**config.mk**
```make
export PLATFORM = sky130hd
export DESIGN_NAME = sensor_frame_receiver
export DESIGN_NICKNAME = d
export VERILOG_FILES = /design/src/rtl/sensor_frame_receiver.sv
export SDC_FILE = /design/constraint.sdc
export NUM_CORES = 1
export LEC_CHECK = 0
export ABC_AREA = 1
export BUFFER_PORTS_ARGS = -buffer_cell sky130_fd_sc_hd__buf_2
export CELL_PAD_IN_SITES_DETAIL_PLACEMENT = 0
export CELL_PAD_IN_SITES_GLOBAL_PLACEMENT = 1
export CORE_ASPECT_RATIO = 0.75
export CORE_MARGIN = 1.5
export CORE_UTILIZATION = 43
export CTS_BUF_LIST = sky130_fd_sc_hd__clkbuf_16
export CTS_CLUSTER_SIZE = 14
export DETAILED_ROUTE_END_ITERATION = 8
export GPL_TIMING_DRIVEN = 0
export MAX_ROUTING_LAYER = met4
export PLACE_DENSITY = 0.83
export SETUP_SLACK_MARGIN = 0.3
export SYNTH_ARGS = -nofsm -noshare
export SYNTH_HDL_FRONTEND = slang
export SYNTH_SLANG_ARGS = --single-unit
```
**constraint.sdc**
```tcl
create_clock -name clk -period 4.4 [get_ports clk]
set_input_delay 0.66 -clock clk [delete_from_list [all_inputs] [get_ports clk]]
set_output_delay 0.66 -clock clk [all_outputs]
set_load 0.02 [all_outputs]
```
**src/rtl/sensor_frame_receiver.sv**
```systemverilog
// Buffers packed sensor beats in a small FIFO and re-emits them pixel-serially with frame markers.
// Define SENSOR_RX_STATS_EN to add per-frame min/max/sum statistics outputs.
module sensor_frame_receiver #(
  parameter int PIXEL_BITS = 8,
  parameter int BUS_PIXELS = 8,
  parameter int ROW_BEATS  = 3,
  parameter int ROWS       = 3,
  parameter int FIFO_DEPTH = 4
) (
  input  logic                             clk,
  input  logic                             reset,
  input  logic                             in_valid,
  input  logic [BUS_PIXELS*PIXEL_BITS-1:0] in_data,
  input  logic                             in_frame_end,
  output logic                             out_valid,
  input  logic                             out_ready,
  output logic [PIXEL_BITS-1:0]            out_pixel,
  output logic                             out_sof,
  output logic                             out_eol,
  output logic                             out_eof,
  output logic                             overflow,
  output logic                             frame_err
`ifdef SENSOR_RX_STATS_EN
  ,
  output logic [PIXEL_BITS-1:0]            stat_min,
  output logic [PIXEL_BITS-1:0]            stat_max,
  output logic [$clog2(ROWS*ROW_BEATS*BUS_PIXELS*((1<<PIXEL_BITS)-1)+1)-1:0] stat_sum,
  output logic                             stat_valid
`endif
);

  localparam int BEAT_W      = BUS_PIXELS * PIXEL_BITS;
  localparam int AW          = $clog2(FIFO_DEPTH);
  localparam int PTR_W       = AW + 1;
  localparam int FRAME_BEATS = ROWS * ROW_BEATS;
  localparam int CNT_W       = $clog2(FRAME_BEATS + 1);
  localparam int PIX_W       = (BUS_PIXELS > 1) ? $clog2(BUS_PIXELS) : 1;
  localparam int BEAT_IDX_W  = (ROW_BEATS > 1) ? $clog2(ROW_BEATS) : 1;
  localparam int ROW_W       = (ROWS > 1) ? $clog2(ROWS) : 1;

  localparam logic [0:0] ST_EMPTY  = 1'b0;
  localparam logic [0:0] ST_SERIAL = 1'b1;

  logic [BEAT_W-1:0]     mem [FIFO_DEPTH];
  logic [PTR_W-1:0]      wr_ptr, rd_ptr, fill, fill_next;
  logic [0:0]            state;
  logic [PIX_W-1:0]      pix_idx;
  logic [BEAT_IDX_W-1:0] beat_idx;
  logic [ROW_W-1:0]      row_idx;
  logic [CNT_W-1:0]      in_cnt, cnt_inc;
  logic                  full, handshake, last_pix, last_beat, last_row, pop, push;
  logic [BEAT_W-1:0]     head;
  logic [PIXEL_BITS-1:0] head_pix [BUS_PIXELS];

  // A full FIFO still takes a beat when the head is popped in the same cycle.
  assign fill      = wr_ptr - rd_ptr;
  assign full      = (fill == PTR_W'(FIFO_DEPTH));
  assign out_valid = (state == ST_SERIAL);
  assign handshake = out_valid & out_ready;
  assign last_pix  = (pix_idx == PIX_W'(BUS_PIXELS - 1));
  assign last_beat = (beat_idx == BEAT_IDX_W'(ROW_BEATS - 1));
  assign last_row  = (row_idx == ROW_W'(ROWS - 1));
  assign pop       = handshake & last_pix;
  assign push      = in_valid & (~full | pop);
  assign fill_next = fill + {{AW{1'b0}}, push} - {{AW{1'b0}}, pop};

  always_ff @(posedge clk) begin
    if (push) mem[wr_ptr[AW-1:0]] <= in_data;
  end

  assign head = mem[rd_ptr[AW-1:0]];

  for (genvar k = 0; k < BUS_PIXELS; k++) begin : g_pix
    assign head_pix[k] = head[k*PIXEL_BITS +: PIXEL_BITS];
  end

  assign out_pixel = out_valid ? head_pix[pix_idx] : '0;
  assign out_sof   = out_valid & (pix_idx == '0) & (beat_idx == '0) & (row_idx == '0);
  assign out_eol   = out_valid & last_pix & last_beat;
  assign out_eof   = out_eol & last_row;

  // Next state looks at the post-edge fill so a fresh beat is presented right after its write.
  always_ff @(posedge clk or posedge reset) begin
    if (reset) begin
      wr_ptr   <= '0;
      rd_ptr   <= '0;
      state    <= ST_EMPTY;
      pix_idx  <= '0;
      beat_idx <= '0;
      row_idx  <= '0;
    end else begin
      if (push) wr_ptr <= wr_ptr + 1'b1;
      if (pop)  rd_ptr <= rd_ptr + 1'b1;
      state <= (fill_next != '0) ? ST_SERIAL : ST_EMPTY;
      if (handshake) pix_idx <= last_pix ? '0 : pix_idx + 1'b1;
      if (pop) begin
        beat_idx <= last_beat ? '0 : beat_idx + 1'b1;
        if (last_beat) row_idx <= last_row ? '0 : row_idx + 1'b1;
      end
    end
  end

  assign cnt_inc = (in_cnt == CNT_W'(FRAME_BEATS)) ? in_cnt : in_cnt + 1'b1;

  // A beat arriving together with the frame-end pulse belongs to the ending frame.
  always_ff @(posedge clk or posedge reset) begin
    if (reset) begin
      in_cnt    <= '0;
      overflow  <= 1'b0;
      frame_err <= 1'b0;
    end else begin
      if (in_valid & ~push) overflow <= 1'b1;
      if (in_frame_end) begin
        if ((in_valid ? cnt_inc : in_cnt) != CNT_W'(FRAME_BEATS)) frame_err <= 1'b1;
        in_cnt <= '0;
      end else if (in_valid) begin
        in_cnt <= cnt_inc;
      end
    end
  end

`ifdef SENSOR_RX_STATS_EN
  localparam int SUM_W = $clog2(ROWS*ROW_BEATS*BUS_PIXELS*((1<<PIXEL_BITS)-1)+1);

  logic [PIXEL_BITS-1:0] acc_min, acc_max, nxt_min, nxt_max;
  logic [SUM_W-1:0]      acc_sum, nxt_sum;

  always_comb begin
    nxt_min = out_sof ? out_pixel : ((out_pixel < acc_min) ? out_pixel : acc_min);
    nxt_max = out_sof ? out_pixel : ((out_pixel > acc_max) ? out_pixel : acc_max);
    nxt_sum = out_sof ? SUM_W'(out_pixel) : acc_sum + SUM_W'(out_pixel);
  end

  // Published values include the eof pixel itself.
  always_ff @(posedge clk or posedge reset) begin
    if (reset) begin
      acc_min    <= '0;
      acc_max    <= '0;
      acc_sum    <= '0;
      stat_min   <= '0;
      stat_max   <= '0;
      stat_sum   <= '0;
      stat_valid <= 1'b0;
    end else begin
      stat_valid <= handshake & out_eof;
      if (handshake) begin
        acc_min <= nxt_min;
        acc_max <= nxt_max;
        acc_sum <= nxt_sum;
        if (out_eof) begin
          stat_min <= nxt_min;
          stat_max <= nxt_max;
          stat_sum <= nxt_sum;
        end
      end
    end
  end
`endif

endmodule

```
## Yosys cells after proc, flatten, opt, wreduce, memory -nomap -nowiden

Memory sizes are Yosys's and may differ from the RTL's.
Index checks and enable logic that the tools add are counted.

- Flip-flop bits (word level): 20
- RAM bits: 256
- Input bits: 69
- Output and inout bits: 14
- Logic and storage cells: 59
- Memories: 1

- Add/sub/neg operators: 9
- Magnitude comparators: 1
- Equal/unequal tests: 6
- Muxes and demuxes: 13
- Bitwise logic cells: 14
- Reductions and logical operators: 6

Memories:

| name | depth | bits a word | rd ports | clocked after memory_dff | write ports | RTL line | RTL |
|---|---|---|---|---|---|---|---|
| mem | 4 | 64 | 1 | 0 | 1 | 44 | `logic [BEAT_W-1:0] mem [FIFO_DEPTH];` |

Operator list:

| operator | count |
|---|---|
| 8-bit binary-select mux with 3-bit select | 1 |
| 8-bit two-way mux | 3 |
| 4-bit two-way mux | 3 |
| 1-bit AND | 10 |
| 3-bit by 1-bit adder with 3-bit output, second input constant | 3 |
| 3-bit equality test, second input constant | 2 |
| 2-bit by 1-bit adder with 2-bit output, second input constant | 2 |
| 4-bit by 1-bit adder with 4-bit output, second input constant | 1 |
| 2-bit equality test, second input constant | 2 |
| 4-bit equality test, second input constant | 1 |
| 4-bit greater-or-equal comparator, second input constant | 1 |
| 2-bit zero test | 2 |
| 2-bit two-way mux | 2 |
| 4-bit inequality test, second input constant | 1 |
| 3-bit NOT with 4-bit output | 1 |
| 2-bit AND reduction | 2 |
| 3-bit by 1-bit adder with 3-bit output | 1 |
| 3-bit zero test | 1 |
| 1-bit two-way mux | 3 |
| 3-bit two-way mux | 1 |
| 3-bit nonzero test | 1 |
| 3-bit by 1-bit subtractor with 3-bit output | 1 |
| 3-bit subtractor | 1 |
| 1-bit NOT | 2 |
| 1-bit bitwise OR | 1 |

## Longest topological paths before layout

Gate-level depths: netlist of the first run.

- Word-level depth: 9
- Gate-level depth with buffers: 13
- Gate-level depth less buffers: 13

## Least setup slack after synthesis of the first run

OpenSTA, ideal clock, no wires.

- Path type: flip-flop to flip-flop
- From: reg wr_ptr[0]
- To: mem mem[0][0] (netlist bit), enable pin
- Library setup time: 0.486 ns
- Arrival time: 4.251 ns
- Data required time: 3.914 ns
- Setup slack: -0.338 ns
- Cell stages (with the launch flop): 9
- Path buffers: 0
- Cells stage by stage: dfrtp_1 -> inv_1 -> ha_1 -> fa_1 -> nand2_1 -> inv_1 -> nand4_1 -> nand2_2 -> nor2_1

- Word-level cells in the longest chain between the ends: 7

RTL lines:

| what | RTL line | RTL |
|---|---|---|
| from (decl) | 45 | `logic [PTR_W-1:0] wr_ptr, rd_ptr, fill, fill_next;` |
| from (signal assigned) | 92 | `if (push) wr_ptr <= wr_ptr + 1'b1;` |
| 3-bit subtractor | 56 | `assign fill = wr_ptr - rd_ptr;` |
| 3-bit equality test | 57 | `assign full = (fill == PTR_W'(FIFO_DEPTH));` |
| 1-bit NOT | 64 | `assign push = in_valid & (~full \| pop);` |
| 1-bit bitwise OR | 64 |  |
| 1-bit AND | 64 |  |
| 1-bit two-way mux | 68 | `if (push) mem[wr_ptr[AW-1:0]] <= in_data;` |
| 1-bit two-way mux (implied by the code) | 68 |  |
| to (decl) | 44 |  |

Several ways; a longest one is shown, not always the timed one.

## Final worst setup path of the first run

- From: reg rd_ptr[1]
- To: out out_pixel[5]

- Word-level cells in the longest chain between the ends: 5

RTL lines:

| what | RTL line | RTL |
|---|---|---|
| from (decl) | 45 |  |
| from (signal assigned) | 93 | `if (pop) rd_ptr <= rd_ptr + 1'b1;` |
| memory 4 x 64 bit | -- |  |
| 8-bit binary-select mux with 3-bit select | 77 | `assign out_pixel = out_valid ? head_pix[pix_idx] : '0;` |
| 8-bit two-way mux (implied by the code) (2 in series) | 77 |  |
| 8-bit two-way mux | 77 |  |
| to (decl) | 17 | `output logic [PIXEL_BITS-1:0] out_pixel,` |

No other way between the ends. The select of a mux whose other input is x is not followed.

==> results of run 1 <==
## cells by family (layout without fill, tap and decap cells)
family / after synthesis / count (layout) / share of synthesized area
AND/OR/NAND/NOR: 636 / 636 / 0.2176
flip-flops: 276 / 276 / 0.6746
buffers and inverters: 248 / 385 / 0.08216
adder cells (fa/ha/maj): 15 / 15 / 0.01670
AO/OA/AOI/OAI: 9 / 9 / 0.003917
XOR/XNOR: 7 / 7 / 0.005051
other: 0 / 1 / 0
## placed cells by master, fill, tap and decap left out, drive strengths merged
cell type    n
edfxtp     256
nor3         2
fa           2
bufinv       6
diode        1
nor4         1
nand3      188
clkinv      11
nand2      427
clkbuf      37
buf        132
xnor2        2
inv        197
nand3b       1
xor2         5
dfrtp       20
ha          13
o21bai       1
nor2        14
clkinvlp     2
o21ai        8
nand4        3
## critical path: cells and delay by family, from the launching register on
kind / cells / cell delay [ns]
buffers and inverters: 4 / 1.11
AND/OR/NAND/NOR: 6 / 0.69
flip-flops: 1 / 0.45
## final timing paths
kind | startpoint | to | cells after the start
min in group clk | in_frame_end | in_cnt[3]$_DFF_PP0_ | 2
worst max register to register | wr_ptr[0]$_DFFE_PP0P_ | mem[3][10]$_DFFE_PP_ | 10
max in group asynchronous | reset | row_idx[1]$_DFFE_PP0P_ | 2
worst min-delay path | reset | frame_err$_DFFE_PP0P_ | 2
worst min register to register | frame_err$_DFFE_PP0P_ | frame_err$_DFFE_PP0P_ | 2
worst max-delay path | rd_ptr[1]$_DFFE_PP0P_ | out_pixel[5] | 10
## registers in the layout, summed over array words and instances (netlist names)
| signal | flops |
|---|---|
| wr_ptr | 3 |
| in_cnt | 4 |
| frame_err | 1 |
| row_idx | 2 |
| rd_ptr | 3 |
| overflow | 1 |
| out_valid | 1 |
| beat_idx | 2 |
| pix_idx | 3 |
| mem | 256 |
## metrics by stage
| step | hold WS [ns] | setup WS (ns) | area, um^2 | TNS, ns |
|---|---|---|---|---|
| after floorplan | 0.4923 | -0.3379 | 12140 | -86.50 |
| final | 0.2575 | 0.9436 | 14160 | 0 |
| after detailed placement | 0.4452 | 1.033 | 13230 | 0 |
| after CTS | 0.2667 | 0.9025 | 14150 | 0 |
| after global placement | 0.4428 | -2.840 | 13030 | -694.47 |
| after global routing | 0.3060 | 0.7889 | 14160 | 0 |
## final cells by class
cell class | instances | area (um^2) | area share
diodes | 1 | 2.502 | 0.0001768
plain buffers | 53 | 265.3 | 0.01874
clock buffers | 27 | 675.6 | 0.04772
flip-flops and latches | 276 | 8188 | 0.5783
clock inverters | 21 | 249.0 | 0.01759
well taps | 385 | 481.7 | 0.03403
repair buffers | 89 | 580.6 | 0.04101
multi-input cells | 667 | 2983 | 0.2107
inverters | 195 | 732.0 | 0.05170
## power breakdown
group / internal [uW] / switching [uW]
clock: 1460 / 974
combinational: 1150 / 2800
sequential: 3580 / 185
## routing by layer
metal	track usage	vias up	part of all wire
li1	-	4071	-
met1	0.3201	3970	0.47
met2	0.3288	308	0.43
met3	0.03764	53	0.080
met4	0.04924	0	0.021
met5	-	-	0
==> impl_results.md, run 1 <==
- Residual antenna-violating net count after detailed routing: 0
- Boundary pin count: 83
- Category of the most critical setup path: register to output pin
- Peak supply drop: 0.3702 mV
- Weighted congestion reported at the end of routability-driven placement: 0.8452
- Number of H-tree levels: 1
- Final setup viols: 0
- Die Footprint: 29,250 um^2
- Mean cell area of the mapped netlist: 10.19 um^2
- Number of enable-type register cells in the synthesized netlist: 256
- Req. time, crit path: 3.74 ns
- Share of synthesized area occupied by flip-flops and latches: 0.6746
- 1st-pass router iterations: 5
- Yosys reg bits: 276
- Starting utilization of the core area: 0.4348
- Placed cells: 1,665
- Hold buffer count at cts: 0
- Number of gates resized after CTS: 0
- Static power due to leakage: 0.006281 uW
- Status: finished clean
- Cell types with the largest area share after synthesis: edfxtp_1, nand2_1, nand3_1, inv_1, dfrtp_1
- Ratio of cells with drive above 1 in the final layout: 0.1318
- Number of max-slew violations in the final report: 0
- Postcts setup bufs: 0
- Fillers: 2,475
- Number of buffers created by CTS: 27
- Crit path top cell by count: nand2_1
- CTS tree: done
- Hold Crit Class: input port to async pin
- Antenna violations before repair: 1
- Clock-pin transition on the worst setup and hold timing paths: 0.07 ns
- Layout Utilization: 0.5071
- Max transition margin: 0.3589
- Floorplan die width: 197 um
- Highest attainable clock frequency: 289.3 MHz
- Worst endpoint data arrival time: 2.80 ns
- Number of global-route vias before repair: 7,888
- List of most frequent post-synthesis cells: nand2_1, edfxtp_1, inv_1
- Drc violations: 0
- Clock insertion delay at the later pin of the skew report: 0.54 ns
- Row cnt: 53
- Number of warning messages in the yosys log: 0
- Library cell with the largest summed area after synthesis: edfxtp_1
- Fraction of registers with async set or reset after synthesis: 0.07246
- Remaining global-route overflow: 0
- Area share of the largest cell type after synthesis: 0.6333
- RSZ-0062 raised after global routing: no
- Final critical delay including setup and external delays: 3.456 ns
- Total design power: 10,150 uW
- CTS sink cnt: 276
- Most frequently used cell type in the post-synthesis netlist: nand2_1
- Instance count of the mapped netlist: 1,191
- Total wire length: 30,760 um
- Type of element capturing the critical path: output pin
- Per-cell routed wire length: 17.95 um
- Largest clock skew in the final design: 0.01216 ns
- Area of the placeable core: 27,920 um^2
- GRT Total Usage: 0.2214
- Mapped Nets: 1,275
- DIE HEIGHT: 148.5 um
- Netlist area before placement: 12,140 um^2
- Final worst-path cycle share: 0.7855
- Total half-perimeter wirelength after legalization and detailed placement: 20,940 um
- Max capacitance violation total: 0
- Worst setup SP type: register
- Global-route wire length before repair: 46,660 um
- DRT iter0 DRCs: 845
- Tightest Pin Transition: 0.9594 ns
- Post-DR vias/cell: 4.902
- Most common flop cell mapped by yosys: edfxtp_1
- Yosys cell types: 23
- Master of the slowest instance on the critical path: clkbuf_1
- Via Count: 8,402
- Max FO, Critical Path: 10
- Port-buffer cells: 81
- Cell chain of the critical path: inv_1 -> buf_4 -> clkbuf_1 -> nand2_1 -> nand3_1 -> nand3_1 -> nand2_1 -> nand2_1 -> nand2_1 -> buf_2
- Final number of hold-violating endpoints: 0
- Register-to-register setup slack: 1.02 ns
- Root buffer selected by CTS: clkbuf_16
- Final net count: 1,393
- Count of placed standard cells in the final layout, fillers left out: 1,714
- Pin count of the biggest net entering global routing: 28
- Maximum clock insertion buffer count: 3
- Slowest Stage Delay on Critical Path: 0.61 ns
- Cell area power density: 717.2 nW/um^2
- Area Overhead vs Synth: 16.64%
Note: power is estimated with default switching activity, not from simulation.
==> inputs of run 2 (changes only) <==
clock period = 3.15 ns   (was 4.4 ns; I/O delays follow)
==> impl_results.md, run 2 (synthesized netlist as in run 1, its figures left out) <==
- Status: finished clean (unchanged)
- Per-cell routed wire length: 18.09 um (was 17.95 um)
- Port-buffer cells: 81 (unchanged)
- Post-placement worst setup slack: -0.1815 ns (was 1.033 ns)
- Final worst-path cycle share: 0.8885
- Largest clock skew in the final design: 0.01082 ns (was 0.01216 ns)
- Number of buffers created by CTS: 28 (was 27)
- Worst setup SP type: register (unchanged)
- Tightest Pin Transition: 0.8161 ns (was 0.9594 ns)
- Row cnt: 53 (unchanged)
- Post-DR vias/cell: 4.960 (was 4.902)
- Category of the most critical setup path: register to output pin (unchanged)
- Hold Crit Class: input port to async pin (unchanged)
- Type of element capturing the critical path: output pin (unchanged)
- Drc violations: 0 (unchanged)
- Via Count: 8,611 (was 8,402)
- Ratio of cells with drive above 1 in the final layout: 0.1785 (was 0.1318)
- Placed cells: 1,665 (unchanged)
- Pin count of the biggest net entering global routing: 28 (unchanged)
- Static power due to leakage: 0.006505 uW (was 0.006281 uW)
- Req. time, crit path: 2.68 ns (was 3.74 ns)
- Smallest setup slack after layout: 0.3512 ns (was 0.9436 ns)
- Highest attainable clock frequency: 357.3 MHz
- Total wire length: 31,410 um (was 30,760 um)
- Die Footprint: 29,250 um^2 (unchanged)
- Hold buffer count at cts: 0 (unchanged)
- RSZ-0062 raised after global routing: yes (was no)
- Total half-perimeter wirelength after legalization and detailed placement: 21,000 um (was 20,940 um)
- DIE HEIGHT: 148.5 um (unchanged)
- Number of global-route vias before repair: 7,943 (was 7,888)
- Clock insertion delay at the later pin of the skew report: 0.54 ns (about the same)
- Final number of hold-violating endpoints: 0 (unchanged)
- Remaining global-route overflow: 0 (unchanged)
- Maximum clock insertion buffer count: 3 (unchanged)
- Global-route wire length before repair: 47,170 um (was 46,660 um)
- Reg-to-Reg End: out_valid$_DFF_PP0_ (was mem[3][10]$_DFFE_PP_)
- Layout Utilization: 0.5247 (was 0.5071)
- DRT iter0 DRCs: 759 (was 845)
- Final net count: 1,413 (was 1,393)
- Area Overhead vs Synth: 20.68% (was 16.64%)
- R2R Path Start: rd_ptr[0]$_DFFE_PP0P_ (was wr_ptr[0]$_DFFE_PP0P_)
- Number of H-tree levels: 1 (unchanged)
- Root buffer selected by CTS: clkbuf_16 (unchanged)
- Final critical delay including setup and external delays: 2.799 ns
- CTS tree: done (unchanged)
- Clock-pin transition on the worst setup and hold timing paths: 0.06 ns (was 0.07 ns)
- Most used cells in the layout excluding fill and tap cells: nand2_1, edfxtp_1, inv_1 (unchanged)
- Fillers: 2,456 (was 2,475)
- Number of max-slew violations in the final report: 0 (unchanged)
- CTS sink cnt: 276 (unchanged)
- 1st-pass router iterations: 5 (unchanged)
- Number of flip-flops in the largest register: 256 (unchanged)
- Count of placed standard cells in the final layout, fillers left out: 1,736 (was 1,714)
- Max transition margin: 0.4553 (was 0.3589)
- Register-to-register setup slack: 0.39 ns (was 1.02 ns)
- Weighted congestion reported at the end of routability-driven placement: 0.8377 (was 0.8452)
- Boundary pin count: 83 (unchanged)
- Worst r2r path cells: 12 (was 10)
- Cell area power density: 1001 nW/um^2 (was 717.2 nW/um^2)
- Residual antenna-violating net count after detailed routing: 0 (unchanged)
- Area of the placeable core: 27,920 um^2 (unchanged)
- Floorplan die width: 197 um (unchanged)
- Peak supply drop: 0.5311 mV (was 0.3702 mV)
- Most common cell after layout, fill and taps aside: nand2_1 (unchanged)
- Antenna violations before repair: 0 (was 1)
- Final setup viols: 0 (unchanged)
- Max capacitance violation total: 0 (unchanged)
- Max FO, Critical Path: 10 (unchanged)
- Worst endpoint data arrival time: 2.33 ns (was 2.80 ns)
- GRT Total Usage: 0.2235 (was 0.2214)
- Starting utilization of the core area: 0.4348 (unchanged)
-- run 2: cell types whose count changed in the layout (fill, tap and decap cells not counted), sizes merged --
cell    before  now
clkinv      11   12
bufinv       6    0
buf        132  150
inv        197  203
nor2        14   15
clkbuf      37   39
-- run 2: worst max path at each step --
stage | from | endpoint | slack [ns] | cells past startpoint
3_3_place_gp | rd_ptr[0]$_DFFE_PP0P_ | mem[0][32]$_DFFE_PP_ | -0.86 | 7
4_1_cts | rd_ptr[0]$_DFFE_PP0P_ | out_pixel[6] | 0.25 | 11
3_5_place_dp | rd_ptr[0]$_DFFE_PP0P_ | mem[2][32]$_DFFE_PP_ | -0.18 | 9
5_1_grt | rd_ptr[0]$_DFFE_PP0P_ | out_pixel[6] | 0.27 | 11
6_report | rd_ptr[1]$_DFFE_PP0P_ | out_pixel[1] | 0.35 | 10
2_1_floorplan | rd_ptr[0]$_DFFE_PP0P_ | mem[0][0]$_DFFE_PP_ | 0.21 | 7
-- run 2: worst max-delay path, stage by stage (launching register included) --
cell and delay, ns:
dfrtp_1 0.45, inv_1 0.11, buf_4 0.22, buf_2 0.28, nand2_1 0.08, nand3_1 0.17
nand3_1 0.11, nand2_1 0.07, nand2_1 0.06, nand2_2 0.10, buf_4 0.14
-- run 2: layout make-up --
type / instances / area, um^2 / share of cell area
multi-input combinational: 668 / 3158 / 0.2156
antenna: 1 / 2.502 / 0.0001708
buffer: 53 / 511.7 / 0.03494
clock inverter: 22 / 98.84 / 0.006748
tap: 385 / 481.7 / 0.03289
inverter: 195 / 738.2 / 0.05040
clock buffer: 29 / 725.7 / 0.04954
timing repair buffer: 107 / 740.7 / 0.05057
sequential: 276 / 8190 / 0.5592
-- run 2: what timing repair did --
| item | CTS | global route |
|---|---|---|
| gates resized for setup | 66 | 67 |
| cloned | 1 | 0 |
| pin swaps | 3 | 10 |
| setup buffers | 5 | 13 |
| endpoints found under the setup margin | 228 | 176 |
-- run 2: metrics by stage --
step                power, uW  setup TNS (ns)  hold WS, ns  area, um^2
floorplan                8747               0       0.4363       12190
global placement        10620         -203.49       0.4434       13080
detailed placement      10850          -3.298       0.4551       13240
CTS                     14220               0       0.1084       14290
global route            15490               0       0.1274       14650
finish                  14660               0      0.08261       14650
-- run 2: power by group --
part | leakage (uW) | internal [uW] | switching [uW]
logic | 0.00349 | 2210 | 4190
clock network | 0.000438 | 1650 | 1350
registers | 0.00258 | 5000 | 263
total | 0.00650 | 8860 | 5800
-- run 2: layer usage --
layer	GRT usage	vias to the layer above	share of wire
met5	-	-	0
met4	0.06260	0	0.026
met2	0.3246	359	0.43
met1	0.3241	4069	0.45
li1	-	4123	-
met3	0.03855	60	0.092
==> inputs of run 3 (changes only) <==
BUFFER_PORTS_ARGS = default   (was -buffer_cell sky130_fd_sc_hd__buf_2)
CORE_UTILIZATION = 45   (was 43)
DONT_BUFFER_PORTS = 1   (was default)
PLACE_DENSITY = 0.82   (was 0.83)
==> impl_results.md, run 3 (synthesized netlist as in run 1, its figures left out) <==
- Max FO, Critical Path: 7 (was 10)
- Via Count: 8,430 (was 8,611)
- Tightest Pin Transition: 0.8492 ns (was 0.8161 ns)
- Number of global-route vias before repair: 7,950 (was 7,943)
- Worst r2r path cells: 12 (unchanged)
- Boundary pin count: 83 (unchanged)
- Static power due to leakage: 0.006318 uW (was 0.006505 uW)
- Drc violations: 0 (unchanged)
- Total half-perimeter wirelength after legalization and detailed placement: 20,610 um (was 21,000 um)
- Per-cell routed wire length: 18.63 um (was 18.09 um)
- Final net count: 1,386 (was 1,413)
- Clk network pwr share: 0.207 (was 0.205)
- Switching Power: 5635 uW (was 5795 uW)
- GRT Total Usage: 0.2324 (was 0.2235)
- Final worst-path cycle share: 0.8864 (was 0.8885)
- Residual antenna-violating net count after detailed routing: 0 (unchanged)
- Starting utilization of the core area: 0.4628 (was 0.4348)
- Req. time, crit path: 3.58 ns (was 2.68 ns)
- Layout Utilization: 0.5543 (was 0.5247)
- Proportion of total power due to net switching: 0.3963 (was 0.3954)
- Portion of total power attributed to sequential cells: 0.371 (was 0.359)
- Antenna violations before repair: 2 (was 0)
- Port-buffer cells: 0 (was 81)
- Post-DR vias/cell: 5.060 (was 4.960)
- Register-to-register setup slack: 0.36 ns (was 0.39 ns)
- Worst setup SP type: register (unchanged)
- Area Overhead vs Synth: 19.76% (was 20.68%)
- CP endpoint: out_valid$_DFF_PP0_ (was out_pixel[1])
- DIE HEIGHT: 145.2 um (was 148.5 um)
- CTS tree: done (unchanged)
- 1st-pass router iterations: 5 (unchanged)
- Total design power: 14,220 uW (was 14,660 uW)
- Most used cells in the layout excluding fill and tap cells: nand2_1, edfxtp_1, inv_1 (unchanged)
- Combinational group share of total power: 0.422 (was 0.436)
- DRT iter0 DRCs: 710 (was 759)
- Summed negative setup slack over all endpoints: 0 ns (unchanged)
- Worst hold slack: 0.01955 ns (was 0.08261 ns)
- Internal power: 8582 uW (was 8861 uW)
- Maximum clock insertion buffer count: 3 (unchanged)
- Hold Crit Class: input port to register (was input port to async pin)
- Final non-filler cell area: 14,540 um^2 (was 14,650 um^2)
- Worst endpoint data arrival time: 3.22 ns (was 2.33 ns)
- Max capacitance violation total: 0 (unchanged)
- Number of max-slew violations in the final report: 0 (unchanged)
- Placed standard-cell area: 12,830 um^2 (was 13,240 um^2)
- Number of flip-flops in the largest register: 256 (unchanged)
- Crit path launch: rd_ptr[0]$_DFFE_PP0P_ (was rd_ptr[1]$_DFFE_PP0P_)
- Root buffer selected by CTS: clkbuf_16 (unchanged)
- Die Footprint: 27,980 um^2 (was 29,250 um^2)
- Number of H-tree levels: 1 (unchanged)
- Cell area power density: 978.1 nW/um^2 (was 1001 nW/um^2)
- Reg-to-Reg End: out_valid$_DFF_PP0_ (unchanged)
- Highest attainable clock frequency: 358.1 MHz (was 357.3 MHz)
- Clock-pin transition on the worst setup and hold timing paths: 0.06 ns (about the same)
- Max transition margin: 0.4325 (was 0.4553)
- Area of the placeable core: 26,230 um^2 (was 27,920 um^2)
- Row cnt: 51 (was 53)
- Floorplan die width: 192.6 um (was 197 um)
- Type of element capturing the critical path: register (was output pin)
- Number of buffers created by CTS: 28 (unchanged)
- Most common cell after layout, fill and taps aside: nand2_1 (unchanged)
- Ratio of cells with drive above 1 in the final layout: 0.1008 (was 0.1785)
- Category of the most critical setup path: register to register (was register to output pin)
- Largest clock skew in the final design: 0.02495 ns (was 0.01082 ns)
- Fillers: 2,206 (was 2,456)
- Peak supply drop: 0.5851 mV (was 0.5311 mV)
- R2R Path Start: rd_ptr[0]$_DFFE_PP0P_ (unchanged)
- RSZ-0062 raised after global routing: yes (unchanged)
- Final critical delay including setup and external delays: 2.792 ns (was 2.799 ns)
- Weighted congestion reported at the end of routability-driven placement: 0.8381 (was 0.8377)
- Total wire length: 31,040 um (was 31,410 um)
- Remaining global-route overflow: 0 (unchanged)
- CTS sink cnt: 276 (unchanged)
- Pin count of the biggest net entering global routing: 29 (was 28)
- Status: finished clean (unchanged)
- Global-route wire length before repair: 46,860 um (was 47,170 um)
- Clock insertion delay at the later pin of the skew report: 0.57 ns (was 0.54 ns)
- Final setup viols: 0 (unchanged)
- Final number of hold-violating endpoints: 0 (unchanged)
## run 3: layout make-up
| cell class | count | area, um^2 | area share |
|---|---|---|---|
| Multi-Input combinational cell | 667 | 3065 | 0.2109 |
| Tap cell | 344 | 430.4 | 0.02961 |
| Timing Repair Buffer | 81 | 918.4 | 0.06318 |
| Inverter | 195 | 740.7 | 0.05096 |
| Sequential cell | 276 | 8189 | 0.5634 |
| Clock buffer | 28 | 700.7 | 0.04820 |
| Antenna cell | 2 | 5.005 | 0.0003443 |
| Buffer | 53 | 390.4 | 0.02685 |
| Clock inverter | 20 | 96.34 | 0.006628 |
## run 3: metrics by stage
| stage | setup slack (ns) | std cells |
|---|---|---|
| floorplan | 0.2102 | 1191 |
| global route | 0.2262 | 1666 |
| detailed placement | 0.01808 | 1544 |
| finish | 0.3578 | 1666 |
| CTS | 0.3040 | 1653 |
| global placement | -0.7948 | 1535 |
## run 3: how the worst min path moves through the flow
stage,depth (start not counted),to,from,slack [ns]
3_5_place_dp,2,wr_ptr[1]$_DFFE_PP0P_,wr_ptr[1]$_DFFE_PP0P_,0.52
5_1_grt,0,mem[0][34]$_DFFE_PP_,in_data[34],0.00006
4_1_cts,0,mem[2][57]$_DFFE_PP_,in_data[57],0.0005
6_report,0,mem[0][34]$_DFFE_PP_,in_data[34],0.02
3_3_place_gp,1,rd_ptr[2]$_DFFE_PP0P_,rd_ptr[2]$_DFFE_PP0P_,0.52
2_1_floorplan,1,beat_idx[0]$_DFFE_PP0P_,reset,0.44
## run 3: metal layers
layer	share of wire	up-vias	wire [um]	GRT usage
met2	0.44	343	13620	0.3333
met4	0.021	0	647	0.05930
met3	0.088	44	2716	0.04741
met1	0.45	3981	14060	0.3376
met5	0	-	0	-
li1	-	4062	-	-
## run 3: critical path, cell delays in order, from the launching register on
cell     delay (ns)
dfrtp_2        0.49
ha_4           0.19
fa_2           0.53
nand2_1        0.05
inv_1          0.04
nand4_1        0.16
nand2_4        0.21
ha_4           0.21
inv_1          0.05
ha_1           0.15
fa_1           0.42
nor2_1         0.10
nand3_1        0.08
## run 3: power by group through the flow
stage	Combinational [uW]	Clock, uW	Sequential [uW]
6_report	6000	2940	5280
5_1_grt	6590	3140	5350
4_1_cts	5770	2990	5280
3_5_place_dp	5350	0	5350
3_3_place_gp	5070	0	5380
2_1_floorplan	3450	0	5300
## run 3: what timing repair did
| action | 4_1_cts | 5_1_grt |
|---|---|---|
| hold endpoints to repair | 203 | 10 |
| resized for setup | 42 | 33 |
| buffers inserted | 10 | 5 |
| hold buffers | 51 | 6 |
| pin swaps | 2 | 4 |
| cloned | 0 | 0 |
| endpoints found under the setup margin | 124 | 96 |
